--- config.mk ---
export PLATFORM = sky130hd
export DESIGN_NAME = cis_frame_sequencer
export DESIGN_NICKNAME = d
export VERILOG_FILES = /design/src/rtl/cis_frame_sequencer.sv
export SDC_FILE = /design/constraint.sdc
export NUM_CORES = 1
export LEC_CHECK = 0
export CORE_MARGIN = 5
export CORE_UTILIZATION = 59
export CTS_BUF_LIST = sky130_fd_sc_hd__clkbuf_4 sky130_fd_sc_hd__clkbuf_8
export CTS_CLUSTER_SIZE = 24
export DETAILED_ROUTE_END_ITERATION = 12
export PLACE_DENSITY = 0.91
export SETUP_SLACK_MARGIN = 0.05
export SLEW_MARGIN = 15
export SYNTH_ARGS = -nofsm -noshare
export SYNTH_HDL_FRONTEND = slang
export SYNTH_SLANG_ARGS = --single-unit
--- constraint.sdc ---
create_clock -name clk -period 13.6 [get_ports clk]
set_clock_uncertainty 0.2 [all_clocks]
set_input_delay 4.08 -clock clk [delete_from_list [all_inputs] [get_ports clk]]
set_output_delay 4.08 -clock clk [all_outputs]
set_load 0.02 [all_outputs]
--- src/rtl/cis_frame_sequencer.sv ---
// Multi-frame acquisition sequencer: issues fixed-width integration triggers
// to the CIS pattern controller and follows its running status frame by frame.
module cis_frame_sequencer #(
    parameter int TRIG_WIDTH = 10,
    parameter int FRAME_W    = 16,
    parameter int EXP_W      = 24,
    parameter int TMO_W      = 24
) (
    input  logic               clk,
    input  logic               reset,
    input  logic               start,
    input  logic               abort,
    input  logic [FRAME_W-1:0] num_frames,
    input  logic [EXP_W-1:0]   exposure_cycles,
    input  logic [TMO_W-1:0]   timeout_cycles,
    input  logic               cis_running,
    input  logic               clear_err,
    output logic               integration,
    output logic               busy,
    output logic               frame_done,
    output logic               seq_done,
    output logic               aborted,
    output logic               timeout_err,
    output logic [FRAME_W-1:0] frame_count
);

    localparam int TC_W = $clog2(TRIG_WIDTH);
    localparam logic [TC_W-1:0] TRIG_LAST = TC_W'(TRIG_WIDTH - 1);

    typedef enum logic [2:0] {
        IDLE,
        TRIG,
        WAIT_RUN,
        WAIT_DONE,
        GAP
    } state_t;

    state_t             state_q, state_d;
    logic [TC_W-1:0]    trig_cnt_q, trig_cnt_d;
    logic               run_seen_q, run_seen_d;
    logic [EXP_W-1:0]   gap_cnt_q, gap_cnt_d;
    logic [EXP_W-1:0]   exp_q, exp_d;
    logic [TMO_W-1:0]   tmo_cnt_q, tmo_cnt_d;
    logic [TMO_W-1:0]   tmo_q, tmo_d;
    logic [FRAME_W-1:0] nfr_q, nfr_d;
    logic [FRAME_W-1:0] frame_count_q, frame_count_d;
    logic               integration_q, integration_d;
    logic               busy_q, busy_d;
    logic               frame_done_q, frame_done_d;
    logic               seq_done_q, seq_done_d;
    logic               aborted_q, aborted_d;
    logic               timeout_err_q, timeout_err_d;
    logic [FRAME_W-1:0] fcnt_inc;
    logic               tmo_hit;
    logic               tmo_set;

    always_comb begin
        fcnt_inc = (&frame_count_q) ? frame_count_q : frame_count_q + 1'b1;
        tmo_hit  = (tmo_q != '0) && (tmo_cnt_q == tmo_q - 1'b1);
    end

    always_comb begin
        state_d       = state_q;
        trig_cnt_d    = trig_cnt_q;
        run_seen_d    = run_seen_q;
        gap_cnt_d     = gap_cnt_q;
        exp_d         = exp_q;
        tmo_cnt_d     = tmo_cnt_q;
        tmo_d         = tmo_q;
        nfr_d         = nfr_q;
        frame_count_d = frame_count_q;
        frame_done_d  = 1'b0;
        seq_done_d    = 1'b0;
        aborted_d     = 1'b0;
        tmo_set       = 1'b0;
        if (abort && state_q != IDLE) begin
            state_d   = IDLE;
            aborted_d = 1'b1;
        end else begin
            unique case (state_q)
                IDLE: begin
                    if (start && !abort) begin
                        nfr_d         = num_frames;
                        exp_d         = exposure_cycles;
                        tmo_d         = timeout_cycles;
                        frame_count_d = '0;
                        if (num_frames == '0) begin
                            seq_done_d = 1'b1;
                        end else begin
                            state_d    = TRIG;
                            trig_cnt_d = '0;
                            run_seen_d = 1'b0;
                        end
                    end
                end
                TRIG: begin
                    run_seen_d = run_seen_q | cis_running;
                    if (trig_cnt_q == TRIG_LAST) begin
                        state_d   = run_seen_d ? WAIT_DONE : WAIT_RUN;
                        tmo_cnt_d = '0;
                    end else begin
                        trig_cnt_d = trig_cnt_q + 1'b1;
                    end
                end
                WAIT_RUN: begin
                    if (cis_running) begin
                        state_d   = WAIT_DONE;
                        tmo_cnt_d = '0;
                    end else if (tmo_hit) begin
                        state_d = IDLE;
                        tmo_set = 1'b1;
                    end else begin
                        tmo_cnt_d = tmo_cnt_q + 1'b1;
                    end
                end
                WAIT_DONE: begin
                    if (!cis_running) begin
                        frame_done_d  = 1'b1;
                        frame_count_d = fcnt_inc;
                        if (fcnt_inc == nfr_q) begin
                            seq_done_d = 1'b1;
                            state_d    = IDLE;
                        end else if (exp_q == '0) begin
                            state_d    = TRIG;
                            trig_cnt_d = '0;
                            run_seen_d = 1'b0;
                        end else begin
                            state_d   = GAP;
                            gap_cnt_d = '0;
                        end
                    end else if (tmo_hit) begin
                        state_d = IDLE;
                        tmo_set = 1'b1;
                    end else begin
                        tmo_cnt_d = tmo_cnt_q + 1'b1;
                    end
                end
                GAP: begin
                    if (gap_cnt_q == exp_q - 1'b1) begin
                        state_d    = TRIG;
                        trig_cnt_d = '0;
                        run_seen_d = 1'b0;
                    end else begin
                        gap_cnt_d = gap_cnt_q + 1'b1;
                    end
                end
                default: state_d = IDLE;
            endcase
        end
        // a timeout in the same cycle as clear_err must stay visible
        timeout_err_d = tmo_set | (timeout_err_q & ~clear_err);
        integration_d = (state_d == TRIG);
        busy_d        = (state_d != IDLE);
    end

    always_ff @(posedge clk or posedge reset) begin
        if (reset) begin
            state_q       <= IDLE;
            trig_cnt_q    <= '0;
            run_seen_q    <= 1'b0;
            gap_cnt_q     <= '0;
            exp_q         <= '0;
            tmo_cnt_q     <= '0;
            tmo_q         <= '0;
            nfr_q         <= '0;
            frame_count_q <= '0;
            integration_q <= 1'b0;
            busy_q        <= 1'b0;
            frame_done_q  <= 1'b0;
            seq_done_q    <= 1'b0;
            aborted_q     <= 1'b0;
            timeout_err_q <= 1'b0;
        end else begin
            state_q       <= state_d;
            trig_cnt_q    <= trig_cnt_d;
            run_seen_q    <= run_seen_d;
            gap_cnt_q     <= gap_cnt_d;
            exp_q         <= exp_d;
            tmo_cnt_q     <= tmo_cnt_d;
            tmo_q         <= tmo_d;
            nfr_q         <= nfr_d;
            frame_count_q <= frame_count_d;
            integration_q <= integration_d;
            busy_q        <= busy_d;
            frame_done_q  <= frame_done_d;
            seq_done_q    <= seq_done_d;
            aborted_q     <= aborted_d;
            timeout_err_q <= timeout_err_d;
        end
    end

    assign integration = integration_q;
    assign busy        = busy_q;
    assign frame_done  = frame_done_q;
    assign seq_done    = seq_done_q;
    assign aborted     = aborted_q;
    assign timeout_err = timeout_err_q;
    assign frame_count = frame_count_q;

endmodule
==> impl_results.md <==
- Die Y: roughly 140 um
- Status: complete, no violations
- Synthesis-to-finish area growth: 15.0%
- Vias: approximately 8400
- Post-synth EDFFs: 0
- VDD IR max: 0.105 mV
- Via-to-Cell Ratio: approximately 6.5
- Initial Utilization: between 50% and 60%
- First-iteration detailed-routing DRC count: ~880
- Synth cell types: about 80
- Top-count cell post-synth: dfrtp_1
- Crit-path max FO: 17
- Max Cap Violations: 0
- Synth top cells by count: dfrtp_1, nand2_1, mux2_2, nor2_1, a21oi_1
- Internal power: 0.00104 W
- Sequential fraction of design power: a little over two fifths
- CP top delay family: compound AO/OA/AOI/OAI gates
- Critical Path End Type: register
- Total negative slack: 0 ps
- DRT Wirelength: 23800 um
- Pre-Repair DR Iteration Count: 8
- Syn nets: 1077
- Reg2reg end: busy$_DFF_PP0_
- Async set-reset flop share out of synthesis: 100%
- Vias in the first global route: 7877
- Clock Latency Late Sink: between 400 and 500 ps
- Switch share: between 30% and 40%
- Combinational fraction of design power: roughly 33%
- Post-CTS Hold Fix Bufs: 0
- Input/output buffers: 91
- Clk buf depth: 2
- Die width: approximately 140 um
- Hold_sp: trig_cnt_q[3]$_DFFE_PP0P_
- Synth Flop Type: dfrtp_1
- PwrDens: ~150 nW/um2
- Total CTS buffers: 17
- Top cells by area, synth: dfrtp_1, mux2_2, xnor2_1
- Synth Cell Area: approximately 9300 um2
- Reg2Reg Setup Slack: between 9000 and 10000 ps
- Placer congestion estimate: ~1
- Critical path launch point type: input port
- R2R cell count: 10
- Avg Cell Area, Syn: approximately 9.3 um2
- Clock Sinks: ~140
- Worst Tran Pin Value: 1030 ps
- # nets final: around 1100
- H-tree depth: 4
- Share of cells above drive strength 1: a little over an eighth
- Psw: between 0.0006 and 0.0007 W
- Clock share of power: between 20 and 25%
- Static Leak: around 4.2 nW
- CTS tree: built
- Die Area: 18400 um2
- Critical path's slowest cell: a211oi_4
- Ports: 92
- Post-DP HPWL: roughly 17000 um
- Cells after Synth: 1000
- WL per Instance: 18.6 um
- Minimum clock period: approximately 6500 ps
- Synthesis-stage register bit count: ~140
- Area of the core: 15700 um2
- Max Freq: approximately 150 MHz
- Clock slew at reported path FFs: 80 ps
- Synth warn: 0
- Post-CTS Repair Setup Buffers: 0
- Remaining DRCs: 0
- GRT Total Usage: 26.6%
- Required @ worst endpoint: between 10000 and 15000 ps
- Std-Cell Rows: 46
- Top cell type's share of synthesized area: roughly two fifths
- Post-CTS sizing: 0
- Crit path DAT: around 6600 ps
- Largest net degree at the start of global routing: slightly below 80
- Gr ovfl total: 0
- Pins Over Slew Limit: 0
- First-pass GRT wire length: roughly 40000 um
- Slowest stage delay, CP: slightly below 600 ps
- Crit path cell chain: clkdlybuf4s50_1, nand2_1, o21ai_0, a21o_1, a211oi_4, a31oi_1, a41o_1
- Hold Path End: trig_cnt_q[3]$_DFFE_PP0P_
- Pre-CTS setup slack: about 6700 ps
- Clock root buffer: clkbuf_8
- Post-synth top area cell: dfrtp_1
- RSZ-0062 raised after global routing: false
- Final worst-path setup slack: about 7100 ps
- Cell depth of the worst hold path: 1
- Initial antenna violation count: 0
- Final setup vio count: 0
- Fin crit share: 47.6%
- Sequential share of the synthesized area: around two fifths
- Critical path class: in -> reg
- Final core occ: about two thirds
- Worst Path Buf+Inv: 1
- Post-DRT Antenna Nets: 0
- N_diodes: 0
- Reg-to-Reg Start: frame_count[0]$_DFFE_PP0P_
- Min-Delay Path Class: reg -> reg
- Relative slew slack: a little over 30%
- Final-report hold violation count: 0
power by group through the flow:
stage	clock network, W	registers (W)	logic [W]
6_report	0.000396	0.000703	0.000544
5_1_grt	0.000422	0.000724	0.000595
4_1_cts	0.000400	0.000700	0.000542
3_5_place_dp	0	0.000706	0.000537
3_3_place_gp	0	0.000704	0.000514
2_1_floorplan	0	0.000634	0.000465
layout by cell type, fill, tap and decap left out, types with 9 or more instances in the layout:
cell,synthesis,layout
and3_1,14,14
nor3_1,31,31
nor2_1,62,62
nand4_1,24,24
clkdlybuf4s50_1,0,91
inv_1,19,18
nor4_1,34,34
a21oi_1,44,44
nand3_1,27,27
and4_1,11,11
o21ai_0,33,33
nand2_1,85,85
mux2_2,64,64
o21a_1,9,9
xnor2_1,43,43
o31ai_1,16,16
or4_1,17,17
mux2i_1,14,14
clkbuf_8,0,18
nand2b_1,13,13
a31o_2,12,12
or3_1,11,11
dfrtp_1,142,142
a31oi_1,32,32
a41o_1,10,10
xor2_1,32,32
logic make-up (layout without fill, tap and decap cells):
kind of cell,after synthesis,count (layout),share of synthesized area (%)
buffers and inverters,83,147,3.95
flip-flops,142,142,38.2
adder cells (fa/ha/maj),7,7,0.941
AO/OA/AOI/OAI,228,228,17.4
multiplexers,78,78,9.25
AND/OR/NAND/NOR,387,387,23.2
XOR/XNOR,75,75,7.06
cell type report:
type / count / area [um2]
timing repair buffer: 95 / 941
clock inverter: 11 / 189
inverter: 20 / 80.1
multi-input combinational: 775 / 5400
tap: 216 / 270
fill: 1215 / 4950
sequential: 142 / 3550
clock buffer: 21 / 270
state kept, by name, summed over array words and instances, names as in the netlist, 3 cells and up:
register / count
gap_cnt_q: 24
trig_cnt_q: 4
tmo_q: 24
state_q: 3
nfr_q: 16
exp_q: 24
tmo_cnt_q: 24
frame_count: 16
layer usage:
layer,vias up,share of wire [%],track usage [%]
met4,0,2.2,7.67
met1,4071,42,35.8
met2,365,49,43.8
met5,-,0,0
li1,3899,-,-
met3,46,6.9,5.09
worst register-to-register path: stages, from the launching register on:
cell and delay [ps]:
dfrtp_1 500, ha_1 370, nand4_2 250, or4_1 520, a311oi_1 380, o2111ai_1 180, a2111oi_2 510, nand3_1 230
o22ai_4 700, nor2_1 300, nand4b_1 240
metrics by stage:
step	hold slack, ps	std cells	total power, W	area [um2]
2_1_floorplan	254	1000	0.00110	9310
3_3_place_gp	271	1248	0.00122	10200
3_5_place_dp	280	1248	0.00124	10200
4_1_cts	293	1280	0.00164	10700
5_1_grt	304	1280	0.00174	10700
6_report	303	1280	0.00164	10700
worst max-delay path by stage:
stage          startpoint                        end  slack, ps  cells after the start
2_1_floorplan       reset          aborted$_DFF_PP0_       5510                      1
3_3_place_gp        abort   tmo_cnt_q[4]$_DFFE_PP0P_       6870                      7
3_5_place_dp        abort   tmo_cnt_q[4]$_DFFE_PP0P_       6730                      7
4_1_cts             abort   tmo_cnt_q[4]$_DFFE_PP0P_       7210                      7
5_1_grt             abort  tmo_cnt_q[12]$_DFFE_PP0P_       7000                      7
6_report            abort  tmo_cnt_q[12]$_DFFE_PP0P_       7120                      7
No activity file was read; power rests on OpenSTA's default activity.
